[src/rtl/fp16_add_seq_if.sv]
// Operand/result handshake bundle for the sequential FP16 adder.
interface fp16_add_seq_if;
  logic        in_valid;
  logic        in_ready;
  logic [15:0] a;
  logic [15:0] b;
  logic        out_valid;
  logic        out_ready;
  logic [15:0] sum;
  logic        ovf;
  logic        uf;

  modport master (
    output in_valid, a, b, out_ready,
    input  in_ready, out_valid, sum, ovf, uf
  );

  modport slave (
    input  in_valid, a, b, out_ready,
    output in_ready, out_valid, sum, ovf, uf
  );
endinterface

[src/rtl/fp16_add_seq.sv]
// Multi-cycle FP16 adder: compare/swap, one-bit-per-cycle align, add,
// one-bit-per-cycle normalize. Subnormals are treated as zero, results
// are truncated, Inf/NaN inputs give an undefined result.
module fp16_add_seq (
  input  logic           clk,
  input  logic           rst,
  fp16_add_seq_if.slave  io
);

  typedef enum logic [2:0] {
    S_IDLE,
    S_CMP,
    S_ALIGN,
    S_ADD,
    S_NORM,
    S_DONE
  } state_t;

  state_t      state_q, state_d;
  logic [15:0] op_a_q, op_a_d;
  logic [15:0] op_b_q, op_b_d;
  logic        sign_q, sign_d;
  logic        sub_q, sub_d;
  logic [4:0]  exp_q, exp_d;
  logic [10:0] sig_l_q, sig_l_d;
  logic [10:0] sig_s_q, sig_s_d;
  logic [4:0]  d_q, d_d;
  logic [11:0] r_q, r_d;
  logic [15:0] sum_q, sum_d;
  logic        ovf_q, ovf_d;
  logic        uf_q, uf_d;

  // Zero exponent decodes as zero; otherwise prepend the hidden bit.
  function automatic logic [10:0] sig_of(input logic [15:0] x);
    return (x[14:10] == 5'd0) ? 11'd0 : {1'b1, x[9:0]};
  endfunction

  logic [15:0] mag_a, mag_b;
  logic        b_larger;
  logic [15:0] l_op, s_op;
  logic [4:0]  diff;
  logic [4:0]  exp_inc;

  assign mag_a    = {op_a_q[14:10], sig_of(op_a_q)};
  assign mag_b    = {op_b_q[14:10], sig_of(op_b_q)};
  assign b_larger = (mag_b > mag_a);
  assign l_op     = b_larger ? op_b_q : op_a_q;
  assign s_op     = b_larger ? op_a_q : op_b_q;
  assign diff     = l_op[14:10] - s_op[14:10];
  assign exp_inc  = exp_q + 5'd1;

  assign io.in_ready  = (state_q == S_IDLE);
  assign io.out_valid = (state_q == S_DONE);
  assign io.sum       = sum_q;
  assign io.ovf       = ovf_q;
  assign io.uf        = uf_q;

  // State and datapath registers; reset abandons any operation in flight.
  always_ff @(posedge clk) begin
    if (rst) begin
      state_q <= S_IDLE;
      op_a_q  <= '0;
      op_b_q  <= '0;
      sign_q  <= 1'b0;
      sub_q   <= 1'b0;
      exp_q   <= '0;
      sig_l_q <= '0;
      sig_s_q <= '0;
      d_q     <= '0;
      r_q     <= '0;
      sum_q   <= '0;
      ovf_q   <= 1'b0;
      uf_q    <= 1'b0;
    end else begin
      state_q <= state_d;
      op_a_q  <= op_a_d;
      op_b_q  <= op_b_d;
      sign_q  <= sign_d;
      sub_q   <= sub_d;
      exp_q   <= exp_d;
      sig_l_q <= sig_l_d;
      sig_s_q <= sig_s_d;
      d_q     <= d_d;
      r_q     <= r_d;
      sum_q   <= sum_d;
      ovf_q   <= ovf_d;
      uf_q    <= uf_d;
    end
  end

  // Next-state and per-step datapath update; every register holds by default.
  always_comb begin
    state_d = state_q;
    op_a_d  = op_a_q;
    op_b_d  = op_b_q;
    sign_d  = sign_q;
    sub_d   = sub_q;
    exp_d   = exp_q;
    sig_l_d = sig_l_q;
    sig_s_d = sig_s_q;
    d_d     = d_q;
    r_d     = r_q;
    sum_d   = sum_q;
    ovf_d   = ovf_q;
    uf_d    = uf_q;

    unique case (state_q)
      S_IDLE: begin
        if (io.in_valid) begin
          op_a_d  = io.a;
          op_b_d  = io.b;
          state_d = S_CMP;
        end
      end

      S_CMP: begin
        sign_d  = l_op[15];
        sub_d   = l_op[15] ^ s_op[15];
        exp_d   = l_op[14:10];
        sig_l_d = sig_of(l_op);
        // A gap beyond 11 shifts every bit out, so skip ALIGN entirely.
        if (diff > 5'd11) begin
          sig_s_d = '0;
          d_d     = '0;
          state_d = S_ADD;
        end else begin
          sig_s_d = sig_of(s_op);
          d_d     = diff;
          state_d = (diff != 5'd0) ? S_ALIGN : S_ADD;
        end
      end

      S_ALIGN: begin
        sig_s_d = sig_s_q >> 1;
        d_d     = d_q - 5'd1;
        if (d_q == 5'd1) state_d = S_ADD;
      end

      S_ADD: begin
        r_d     = sub_q ? ({1'b0, sig_l_q} - {1'b0, sig_s_q})
                        : ({1'b0, sig_l_q} + {1'b0, sig_s_q});
        state_d = S_NORM;
      end

      S_NORM: begin
        if (r_q == 12'd0) begin
          sum_d   = '0;
          ovf_d   = 1'b0;
          uf_d    = 1'b0;
          state_d = S_DONE;
        end else if (r_q[11]) begin
          // Carry out: the fraction after the right shift is r[10:1].
          exp_d   = exp_inc;
          r_d     = r_q >> 1;
          uf_d    = 1'b0;
          if (exp_inc == 5'd31) begin
            sum_d = {sign_q, 5'h1F, 10'd0};
            ovf_d = 1'b1;
          end else begin
            sum_d = {sign_q, exp_inc, r_q[10:1]};
            ovf_d = 1'b0;
          end
          state_d = S_DONE;
        end else if (r_q[10]) begin
          sum_d   = {sign_q, exp_q, r_q[9:0]};
          ovf_d   = 1'b0;
          uf_d    = 1'b0;
          state_d = S_DONE;
        end else if (exp_q <= 5'd1) begin
          sum_d   = '0;
          ovf_d   = 1'b0;
          uf_d    = 1'b1;
          state_d = S_DONE;
        end else begin
          r_d   = r_q << 1;
          exp_d = exp_q - 5'd1;
        end
      end

      S_DONE: begin
        if (io.out_ready) state_d = S_IDLE;
      end

      default: state_d = S_IDLE;
    endcase
  end

endmodule

[src/flat_wrapper.sv]
// flat-port wrapper written by rule: the top's interface ports become plain ports
module fp16_add_seq_flat 
  (clk, rst, io_in_valid, io_a, io_b, io_out_ready, io_in_ready, io_out_valid, io_sum, io_ovf, io_uf);
  fp16_add_seq_if io_i ();
  input  logic clk;
  input  logic rst;
  input wire logic [$bits(io_i.in_valid)-1:0] io_in_valid;
  input wire logic [$bits(io_i.a)-1:0] io_a;
  input wire logic [$bits(io_i.b)-1:0] io_b;
  input wire logic [$bits(io_i.out_ready)-1:0] io_out_ready;
  output wire logic [$bits(io_i.in_ready)-1:0] io_in_ready;
  output wire logic [$bits(io_i.out_valid)-1:0] io_out_valid;
  output wire logic [$bits(io_i.sum)-1:0] io_sum;
  output wire logic [$bits(io_i.ovf)-1:0] io_ovf;
  output wire logic [$bits(io_i.uf)-1:0] io_uf;
  assign io_i.in_valid = io_in_valid;
  assign io_i.a = io_a;
  assign io_i.b = io_b;
  assign io_i.out_ready = io_out_ready;
  assign io_in_ready = io_i.in_ready;
  assign io_out_valid = io_i.out_valid;
  assign io_sum = io_i.sum;
  assign io_ovf = io_i.ovf;
  assign io_uf = io_i.uf;
  fp16_add_seq u_core (.clk(clk), .rst(rst), .io(io_i));
endmodule
[config.mk]
export PLATFORM = sky130hd
export DESIGN_NAME = fp16_add_seq_flat
export DESIGN_NICKNAME = d
export VERILOG_FILES = /design/src/rtl/fp16_add_seq_if.sv /design/src/rtl/fp16_add_seq.sv /design/src/flat_wrapper.sv
export SDC_FILE = /design/constraint.sdc
export NUM_CORES = 1
export LEC_CHECK = 0
export ABC_AREA = 1
export ABC_CLOCK_PERIOD_IN_PS = 5000
export BUFFER_PORTS_ARGS = -buffer_cell sky130_fd_sc_hd__buf_2
export CAP_MARGIN = 20
export CORE_AREA = 2 2 120 122
export CTS_CLUSTER_DIAMETER = 80
export DETAILED_ROUTE_END_ITERATION = 6
export DIE_AREA = 0 0 122 124
export PLACE_DENSITY = 0.67
export SYNTH_ARGS = -nofsm -noshare
export SYNTH_HDL_FRONTEND = slang
export SYNTH_SLANG_ARGS = --single-unit
[constraint.sdc]
create_clock -name clk -period 5 [get_ports clk]
set_input_delay 0.25 -clock clk [delete_from_list [all_inputs] [get_ports clk]]
set_output_delay 0.25 -clock clk [all_outputs]
set_load 0.02 [all_outputs]
# Word-level counts from Yosys, hierarchy flattened
# Index checks and enable logic that the tools add are counted.
[word_totals]
ff_bits = 99
out_inout_bits = 20
[op_classes]
reduce_logical = 17
n_addsub = 6
bitwise_logic = 1
magnitude_cmp = 3
n_mux = 45
eq_ne = 14
[ops]
columns = ["op", "count"]
rows = [
  ["16-bit 2-to-1 mux", 6],
  ["11-bit 2-to-1 mux", 6],
  ["12-bit 2-to-1 mux", 4],
  ["5-bit 2-to-1 mux", 5],
  ["3-bit 2-to-1 mux", 8],
  ["12-bit one-hot mux with 2 select lines", 1],
  ["11-bit one-hot mux with 2 select lines", 1],
  ["5-bit logical NOT", 4],
  ["5-bit one-hot mux with 2 select lines", 2],
  ["3-bit one-hot mux with 6 select lines", 1],
  ["16-bit greater-than comparator", 1],
  ["15-bit 2-to-1 mux", 1],
  ["11-bit by 11-bit adder with 12-bit output", 1],
  ["12-bit logical NOT", 1],
  ["4-bit AND reduction", 3],
  ["11-bit by 11-bit subtractor with 12-bit output", 1],
  ["1-bit 2-to-1 mux", 10],
  ["5-bit by 1-bit subtractor with 5-bit output, second input constant", 2],
  ["3-bit by 2-bit == test with 1-bit output, second input constant", 2],
  ["3-bit == test, second input constant", 2],
  ["2-bit inequality test, second input constant", 3],
  ["3-bit by 2-bit inequality test with 1-bit output, second input constant", 2],
  ["2-bit AND reduction", 3],
  ["2-bit nonzero test", 3],
  ["other kinds (13)", 13],
]

# Depth between registers and ports, before layout
[logic_depth]
ltp_word = 9
ltp_mapped = 32
ltp_nobuf = 31

# Least setup slack after synthesis
# OpenSTA, ideal clock, no wires.
[synth_timing]
path_type = "register to register"
start = "register u_core.op_b_q[12]"
end = "register u_core.sig_s_q[1]"
period_less_slack_ns = 3.182
arrival_time_ns = 3.111
stages_incl_launch_ff = 30
setup_time_ns = 0.071
setup_slack_ns = 1.818
path_cell_list = "dfxtp_1 -> nor3_1 -> nand3_1 -> clkbuf_1 -> nand2_1 -> inv_1 -> ha_1 -> a21o_1 -> nor2_1 -> nand2_1 -> nand2_1 -> nand2_2 -> nand2_2 -> buf_6 -> nand2_1 -> nand2_1 -> nand2_2 -> ha_1 -> inv_1 -> nand2_1 -> nand3_1 -> nand2_1 -> nand2_1 -> nand2_2 -> nor2_4 -> nand2_2 -> nor2_4 -> buf_6 -> nand2_2 -> a21oi_2"
[synth_via]
elab_chain_cells = 8
word_cells_on_any_way = 11
classes_between = "add/sub: 1; order compare: 2; mux: 6; reduce/logical: 2"
[synth_rtl]
columns = ["item", "line", "source"]
rows = [
  ["start: declaration", "fp16_add_seq.sv:21", "logic [15:0] op_b_q, op_b_d;"],
  ["start signal: assignment", "fp16_add_seq.sv:77", "op_b_q <= op_b_d;"],
  ["5-bit logical NOT", "fp16_add_seq.sv:35", "return (x[14:10] == 5'd0) ? 11'd0 : {1'b1, x[9:0]};"],
  ["11-bit 2-to-1 mux", "fp16_add_seq.sv:35", ""],
  ["16-bit greater-than comparator", "fp16_add_seq.sv:46", "assign b_larger = (mag_b > mag_a);"],
  ["16-bit 2-to-1 mux (on tied branches)", "fp16_add_seq.sv:47, fp16_add_seq.sv:48", ""],
  ["5-bit subtractor / 5-bit logical NOT (equally long branches)", "fp16_add_seq.sv:49, fp16_add_seq.sv:35", ""],
  ["5-bit by 4-bit greater-than comparator with 1-bit output / 11-bit 2-to-1 mux (equally long branches)", "fp16_add_seq.sv:122, fp16_add_seq.sv:35", ""],
  ["11-bit 2-to-1 mux (*)", "fp16_add_seq.sv:122", "if (diff > 5'd11) begin"],
  ["11-bit one-hot mux with 2 select lines (*)", "fp16_add_seq.sv:107", "unique case (state_q)"],
  ["end signal: assignment", "fp16_add_seq.sv:82", "sig_s_q <= sig_s_d;"],
  ["end: declaration", "fp16_add_seq.sv:26", "logic [10:0] sig_s_q, sig_s_d;"],
]
# Mark *: on every way between the ends. The rest lies on a longest branch, timed or not.
# A chain may end at the register's enable or synchronous reset.

# Worst setup path in the final report
[layout_timing]
start = "register u_core.op_b_q[12]"
end = "register u_core.sig_s_q[5]"
# Same word-level chain as after synthesis.

==> flow_summary.ini <==
[run_status]
status = completed

[synthesis]
synth_area_leader_cell = dfxtp_1
synth_most_common_cell = nand2_1
ys_types = 44
yosys_warnings = 0
synth_cells = 902
yosys_most_used_dff = dfxtp_1
ys_seq_elements = 99
synth_area_sq_mm = 0.00616
syn_nets = 974
yosysTopAreaCellShare = 0.322
synth.top_cells.by_count = 185 x nand2_1, 129 x inv_1, 103 x a21oi_1
synth_area_leaders = dfxtp_1 32%, nand2_1 11%, a21oi_1 8.4%
synth_edf_count = 0
yosysSeqAreaShare = 0.322
avgSynthCellArea_sq_um = 6.83
ys_async_sr_fraction = 0

[placement]
post-dp-hpwl_mm = 11.9
io_buffers = 55
gp_congestion = 0.890
place_area_sq_mm = 0.00656

[floorplanning]
row_count = 43
fp.coreArea_sq_mm = 0.0137
start_util = 0.449
io_pins = 56
die_y_um = 124
die_area_sq_mm = 0.0151
die_w_um = 122

[setup_path]
path_max_fanout = 44
crit_path_frequent_cell = nand2_1
reg2reg_depth = 28
cpPeakStageDelay_ps = 380
critPathRequiredTime_ps = 5280
r2r_end = u_core.sig_s_q[5]
critPathArrivalTime_ps = 4460
reg2reg_slack_ps = 810
crit_path_top_delay_cell = buf_4
path_class = reg -> reg
critPathCaptureType = flip-flop
critPathLaunchType = flip-flop
reg2reg_from = u_core.op_b_q[12]

[sta]
tns_ps = 0
worst_pin_slew_ps = 905
fin_crit_ps = 4190
post-route-period-util = 0.837
fin_skew_ps = 7.89
setup_viol = 0
slew_viol_final = 0
slew_headroom = 0.396
fmax_ghz = 0.239
rsz0062_at_grt = no
hold_viol = 0

[global_routing]
grt_max_degree = 73
use_met1 = 0.311
grtUsageTotal = 0.221
overflow = 0
antenna_found_initial = 0
grt_pass1_vias = 5394
grt_use_met2 = 0.336
busiest_layer = met2
met3_usage = 0.0298
grt_pass1_wl_mm = 26.5

[clocking]
ctsResizeCount = 0
path_clk_slew_ps = 70
cts_buffers = 9
cts_tree = built
htree_levels = 3
cts-root-buf = clkbuf_16
clock_latency_ps = 350
cts_max_path_buffers = 2
post-cts-setup-buffers = 0
cts_sinks = 99
ctsHoldBuffers = 0

[detailed_routing]
num_vias = 5971
drtAntennaViolNets = 0
drc = 0
drtIter0Drc = 394
firstDrtPassIters = 7
viasPerCell = 5.33
wl_per_cell_um = 14.3
routed_wl_mm = 16.0

[layout]
stdcell_area_sq_mm = 0.00684
multi_input_area_sq_mm = 0.00351
syn2layout_area_growth_pct = 11.1
fillers = 1428
ff_latch_area_sq_mm = 0.00198
insertedDiodeCount = 0
post_route_cells_drive_above_1_share = 0.124
layout.nets = 1008

[pwr]
p_leak_nw = 2.99
power_w = 0.00529
peakVddDrop_mv = 0.451
p_per_area_mw_per_mm2 = 773

[worst_hold_path]
worst_hold_path.endpoint = u_core.op_b_q[4]
hold_start = io_b[4]
min_path_type = in -> reg
holdPathStages = 3

[job]
maxCapViolations = 0
cell families after synthesis:
group | share of synthesized area
compound gates | 0.239
xor+xnor | 0.0270
fa+ha+maj | 0.0744
buf+inv | 0.108
flops | 0.322
mux | 0.00163
simple gates | 0.228
power breakdown:
group	switching [W]	internal (W)	leakage [nW]	total [W]
Combinational	0.00223	0.00117	2.04	0.00340
Sequential	0.000183	0.000997	0.807	0.00118
Clock	0.000306	0.000402	0.141	0.000708
Total	0.00272	0.00257	2.99	0.00529
worst max-delay path, delay by kind of cell, from the launching register on:
family	cells	cell delay [ps]
AND/OR/NAND/NOR	21	2520
buffers and inverters	3	490
adder cells (fa/ha/maj)	2	470
flip-flops	1	320
AO/OA/AOI/OAI	2	300
flip-flops by register name, summed over array words and instances (netlist names), 5 cells and up:
signal          flops
u_core.d_q          5
u_core.exp_q        5
u_core.io.sum      16
u_core.op_a_q      16
u_core.op_b_q      16
u_core.r_q         12
u_core.sig_l_q     11
u_core.sig_s_q     11
cell usage in the layout (no fill, tap or decap), types with 2 or more instances in the layout:
cell / synthesis / layout
dfxtp_1: 99 / 99
a221oi_1: 4 / 4
clkinv_1: 3 / 3
a21oi_1: 103 / 103
o21ai_0: 70 / 70
nor4_1: 6 / 6
o21a_1: 2 / 2
or2_2: 4 / 4
o22ai_1: 13 / 13
buf_4: 0 / 9
buf_2: 2 / 55
clkbuf_1: 36 / 4
o211ai_1: 13 / 13
o311ai_0: 4 / 4
nand4_1: 7 / 7
nand3_1: 41 / 41
nor2_1: 38 / 38
nor3_1: 12 / 12
nand2_1: 185 / 185
a31oi_1: 13 / 13
a21o_1: 2 / 2
nor2_4: 2 / 2
nand2_2: 22 / 22
a21oi_2: 9 / 9
xor2_1: 17 / 17
a22oi_1: 2 / 2
o32ai_1: 7 / 7
ha_1: 35 / 35
o21ai_1: 2 / 2
o21bai_1: 3 / 3
o221ai_1: 2 / 2
xnor2_1: 2 / 2
inv_1: 129 / 129
clkbuf_16: 0 / 9
per-layer routing:
layer  up-vias  wire length [um]
met5         -                 0
met4         0               473
met3        30               791
met2       157              6920
met1      2705              7790
li1       3079                 -
per-stage QoR:
step	std cells	hold WS (ps)	utilization	setup slack (ps)
finish	1121	168	0.499	815
CTS	1121	165	0.499	795
detailed placement	1105	456	0.478	814
floorplan	902	415	-	1820
global route	1121	183	0.499	267
global placement	1105	452	0.478	917
how the worst max path moves through the flow:
stage | slack, ps | startpoint | depth (start not counted) | endpoint
CTS | 800 | u_core.op_b_q[12] | 28 | u_core.sig_s_q[0]
global placement | 920 | u_core.op_b_q[12] | 27 | u_core.sig_s_q[0]
detailed placement | 810 | u_core.op_b_q[12] | 27 | u_core.sig_s_q[0]
floorplan | 1820 | u_core.op_b_q[12] | 29 | u_core.sig_s_q[1]
finish | 810 | u_core.op_b_q[12] | 28 | u_core.sig_s_q[5]
global route | 270 | u_core.op_b_q[14] | 30 | u_core.sig_s_q[0]
layout make-up:
type                    count  area share
repair buffers             64      0.0501
multi-input cells         630       0.513
flip-flops and latches     99       0.290
well taps                 180      0.0329
inverters                 132      0.0724
clock inverters             2     0.00512
clock buffers              14      0.0371
Power figures use the tool's default switching activity.
